[src/rtl/receptor_palabras_uart.sv]
// Rebuilds MSB-first 32-bit words from the UART byte stream and presents them on valid/ready,
// with an inter-byte timeout, an overflow flag and a delivered-word counter.
module receptor_palabras_uart #(
  parameter int unsigned WIDTH_WORD           = 8,
  parameter int unsigned LONGITUD_INSTRUCCION = 32,
  parameter int unsigned TIMEOUT_CICLOS       = 1000000,
  parameter int unsigned CANT_BITS_CONTADOR   = 10
) (
  input  logic                            i_clock,
  input  logic                            i_reset,
  input  logic                            i_soft_reset,
  input  logic                            i_rx_done,
  input  logic [WIDTH_WORD-1:0]           i_data_rx,
  input  logic                            i_ready,
  output logic [LONGITUD_INSTRUCCION-1:0] o_dato,
  output logic                            o_valid,
  output logic [CANT_BITS_CONTADOR-1:0]   o_cuenta,
  output logic [1:0]                      o_bytes_pendientes,
  output logic                            o_error_timeout,
  output logic                            o_error_overflow
);

  localparam int unsigned SHIFT_W = LONGITUD_INSTRUCCION - WIDTH_WORD;
  localparam int unsigned IDLE_W  = $clog2(TIMEOUT_CICLOS + 1);

  logic [SHIFT_W-1:0]              parcial;
  logic [IDLE_W-1:0]               idle;
  logic [LONGITUD_INSTRUCCION-1:0] palabra;
  logic                            completa;
  logic                            transfer;
  logic                            expira;

  // The first three bytes sit in parcial; the fourth is appended straight from the input.
  assign palabra  = {parcial, i_data_rx};
  assign completa = i_rx_done && (o_bytes_pendientes == 2'd3);
  assign transfer = o_valid && i_ready;
  // A byte arriving in the expiry cycle wins, so expiry requires no rx_done.
  assign expira   = !i_rx_done && (o_bytes_pendientes != 2'd0) &&
                    (idle == IDLE_W'(TIMEOUT_CICLOS - 1));

  always_ff @(posedge i_clock or negedge i_reset) begin
    if (!i_reset) begin
      parcial            <= '0;
      idle               <= '0;
      o_dato             <= '0;
      o_valid            <= 1'b0;
      o_cuenta           <= '0;
      o_bytes_pendientes <= 2'd0;
      o_error_timeout    <= 1'b0;
      o_error_overflow   <= 1'b0;
    end else if (!i_soft_reset) begin
      parcial            <= '0;
      idle               <= '0;
      o_dato             <= '0;
      o_valid            <= 1'b0;
      o_cuenta           <= '0;
      o_bytes_pendientes <= 2'd0;
      o_error_timeout    <= 1'b0;
      o_error_overflow   <= 1'b0;
    end else begin
      // Byte assembly and inter-byte timeout
      if (i_rx_done) begin
        idle               <= '0;
        o_bytes_pendientes <= o_bytes_pendientes + 2'd1;
        parcial            <= {parcial[SHIFT_W-WIDTH_WORD-1:0], i_data_rx};
      end else if (expira) begin
        idle               <= '0;
        o_bytes_pendientes <= 2'd0;
        o_error_timeout    <= 1'b1;
      end else if (o_bytes_pendientes != 2'd0) begin
        idle <= idle + IDLE_W'(1);
      end

      if (transfer) begin
        o_cuenta <= o_cuenta + CANT_BITS_CONTADOR'(1);
      end

      // Output holding register: a completion replaces the word only if it is free or leaving now
      if (completa && (!o_valid || i_ready)) begin
        o_dato  <= palabra;
        o_valid <= 1'b1;
      end else begin
        if (completa) begin
          o_error_overflow <= 1'b1;
        end
        if (transfer) begin
          o_valid <= 1'b0;
        end
      end
    end
  end

endmodule

[config.mk]
export PLATFORM = sky130hd
export DESIGN_NAME = receptor_palabras_uart
export DESIGN_NICKNAME = d
export VERILOG_FILES = /design/src/rtl/receptor_palabras_uart.sv
export SDC_FILE = /design/constraint.sdc
export NUM_CORES = 1
export LEC_CHECK = 0
export ABC_AREA = 0
export ABC_CLOCK_PERIOD_IN_PS = 3850
export CAP_MARGIN = 20
export CORE_AREA = 2 2 131 133
export CTS_BUF_LIST = sky130_fd_sc_hd__clkbuf_4 sky130_fd_sc_hd__clkbuf_8 sky130_fd_sc_hd__clkbuf_16
export DETAILED_ROUTE_END_ITERATION = 12
export DIE_AREA = 0 0 133 135
export PLACE_DENSITY_LB_ADDON = 0.08
export SLEW_MARGIN = 20
export SYNTH_ARGS = -nofsm -noshare
export SYNTH_HDL_FRONTEND = slang
export SYNTH_SLANG_ARGS = --single-unit
export TNS_END_PERCENT = 30
[constraint.sdc]
create_clock -name i_clock -period 3.85 [get_ports i_clock]
set_clock_uncertainty 0.1 [all_clocks]
set_input_delay 0.77 -clock i_clock [delete_from_list [all_inputs] [get_ports i_clock]]
set_output_delay 0.77 -clock i_clock [all_outputs]
set_load 0.1 [all_outputs]
==> impl_metrics.json <==
{
  "status": "finished clean",
  "drt-total-wl_um": 10700,
  "rr_endpoint": "idle[15]",
  "dieArea_um2": 18000,
  "cp.required_ps": 2980,
  "r2r_slack_ps": 1400,
  "ys_warn_count": 0,
  "drtIter0Drc": 171,
  "fin_nets": 486,
  "p_leak_nw": 2.25,
  "critPathTopFamily": "buffers and inverters",
  "diodes": 0,
  "tightest_slew_ps": 989,
  "p_per_area_nw_per_um2": 399,
  "p_seq_share_pct": 45.5,
  "synth_area_um2": 4240,
  "layout_common_cells": "91 x dfrtp_1, 90 x nand2_1, 56 x clkdlybuf4s50_1",
  "power_w": 0.00215,
  "max_stage_delay_ps": 1170,
  "cts_tree": "yes",
  "ant_nets": 0,
  "maxCapViolCount": 0,
  "synth.distinct_cells": 42,
  "reg2reg_from": "o_bytes_pendientes[0]",
  "grt_max_degree": 73,
  "insertion_delay_ps": 350,
  "critPathLaunchType": "register",
  "track_usage_pct": 12.9,
  "fin_tns_setup_ps": 0,
  "ir_worst_vdd_uv": 224,
  "rsz0062_at_grt": "false",
  "std_cell_rows": 47,
  "die_w_um": 133,
  "cts_buffers": 9,
  "comb_power_share_pct": 6.2,
  "wire_per_inst_um": 15.4,
  "p_sw_share_pct": 22.4,
  "fin_area_um2": 5400,
  "path_clk_slew_ps": 60,
  "syn2layout_area_growth_pct": 27.3,
  "p_clk_share_pct": 48.3,
  "first_global_vias": 3324,
  "finalSetupViolCount": 0,
  "fin_ws_ps": 996,
  "cts.repair.resized": 0,
  "num_vias": 3085,
  "ys_ff_latch": 91,
  "clockBufferDepth": 2,
  "synth_cells": 414,
  "core_area_um2": 16400,
  "switchingPower_w": 0.000482,
  "critPathBufInv": 1,
  "slowest_stage": "clkdlybuf4s50_1",
  "worstSetupPathDepth": 1,
  "crit_chain": "clkdlybuf4s50_1",
  "cts.htree.levels": 3,
  "clock-root-buffer": "clkbuf_16",
  "placed_cell_area_um2": 5050,
  "io_pins": 60,
  "path_class": "reg -> out",
  "antenna_found_initial": 0,
  "timing.fmax_ghz": 0.350,
  "place_worst_setup_slack_ps": 1200,
  "drv_slew": 0,
  "place_hpwl_um": 7090,
  "min_period_ps": 2850,
  "final_common_cell": "dfrtp_1",
  "drc": 0,
  "syn_nets": 431,
  "via_per_inst": 4.45,
  "cts.sinks": 91,
  "drive_above_1_share_pct": 6.75,
  "first_pass_iters": 4,
  "report.final.hold_viol_count": 0,
  "synth.avg_cell_area_um2": 10.2,
  "grt_overflow": 0,
  "hold_buffers": 0,
  "ff2ff_path_depth": 7,
  "io_buffers": 59,
  "place_congestion": 0.771,
  "postCtsSetupBuffers": 0,
  "hold_path_class": "in -> async",
  "period_share_pct": 74.1,
  "arrival_ps": 1980,
  "start_util_pct": 25.9,
  "p_int_w": 0.00167,
  "die_h_um": 135,
  "synth_seq_area_share_pct": 53.7,
  "endpoint_kind": "primary output",
  "grt_pass1_wl_um": 18000,
  "cp_max_fo": 7,
  "slew_headroom_pct": 33.9
}
## power groups by stage
stage               Clock, W  Combinational [W]  Sequential [W]
floorplan                  0          0.0000614         0.00101
global placement           0           0.000137        0.000999
detailed placement         0           0.000137        0.000999
CTS                  0.00107           0.000138        0.000981
global route         0.00112           0.000148        0.000982
finish               0.00104           0.000133        0.000980
## registers in the layout, summed over array words and instances (netlist names)
register            flops
o_error_overflow        1
o_dato                 32
o_cuenta               10
parcial                24
o_valid                 1
idle                   20
o_bytes_pendientes      2
o_error_timeout         1
## through the flow
| step | hold WS [ps] | std cells | utilization (%) |
|---|---|---|---|
| after floorplan | 374 | 414 | - |
| after global placement | 377 | 678 | 30.8 |
| after detailed placement | 392 | 678 | 30.8 |
| after CTS | 383 | 694 | 32.9 |
| after global routing | 414 | 694 | 32.9 |
| final | 363 | 694 | 32.9 |
## worst max-delay path by stage
stage	end	start	slack (ps)
after floorplan	idle[10]	o_bytes_pendientes[0]	1270
final	o_valid	o_valid	1000
after global placement	o_dato[24]	i_rx_done	1290
after detailed placement	o_dato[17]	i_rx_done	1200
after CTS	o_valid	o_valid	990
after global routing	o_valid	o_valid	930
## logic make-up (layout without fill, tap and decap cells)
group	after synthesis	after routing	synth area share, %
adder cells (fa/ha/maj)	4	4	1.18
multiplexers	24	24	5.66
XOR/XNOR	18	18	3.72
buffers and inverters	23	83	2.27
AND/OR/NAND/NOR	198	198	23.9
flip-flops	91	91	53.7
AO/OA/AOI/OAI	56	56	9.59
## per-layer routing
metal	vias up	track usage [%]	part of all wire [%]
met3	10	4.28	4.7
met4	0	3.76	1.3
met5	-	0	0
met1	1517	16.5	47
met2	54	20.8	47
li1	1504	-	-
## synth_stat cells
cell       n  share of area, %
nand2b_1   2              0.29
buf_2      8              0.94
nor2_1    15               1.3
nand4b_1   2              0.41
nand4_1    6              0.89
and3_1     5              0.74
a22o_1     1              0.21
inv_1      2              0.18
or4_1      1              0.18
dfrtp_1   91                54
nor3_1     4              0.47
ha_1       4               1.2
clkbuf_1  13               1.2
a21boi_1  15               2.7
or3_1      8               1.2
and3b_1    1              0.21
nand3b_1   2              0.35
nand2_2    1              0.15
a21oi_1    5              0.59
nand3_2    1              0.24
o21ai_1    2              0.24
nor4b_2    2              0.71
nor4_1     2              0.29
nor4bb_1   1              0.24
a31oi_1    2              0.29
nor4_4     1              0.50
a21boi_0  20               3.5
o41ai_1    1              0.21
xnor2_1    8               1.7
xor2_1    10               2.1
nor2b_1   26               3.8
and4_1     3              0.62
o21a_1     2              0.35
mux2i_1   24               5.7
a21o_1     1              0.18
o31ai_1    2              0.35
nand2_1   90               8.0
nand3_1   13               1.5
o21ai_4    1              0.38
and2_1    12               1.8
o21ai_0    3              0.35
o2bb2a_1   1              0.24
## final cells by class
| cell class | instances | area, um2 |
|---|---|---|
| fillers | 1680 | 11000 |
| flip-flops and latches | 91 | 2280 |
| multi-input cells | 300 | 1870 |
| repair buffers | 65 | 623 |
| well taps | 220 | 275 |
| clock buffers | 11 | 246 |
| clock inverters | 5 | 100 |
| inverters | 2 | 7.51 |
(Power assumes the default switching activity.)
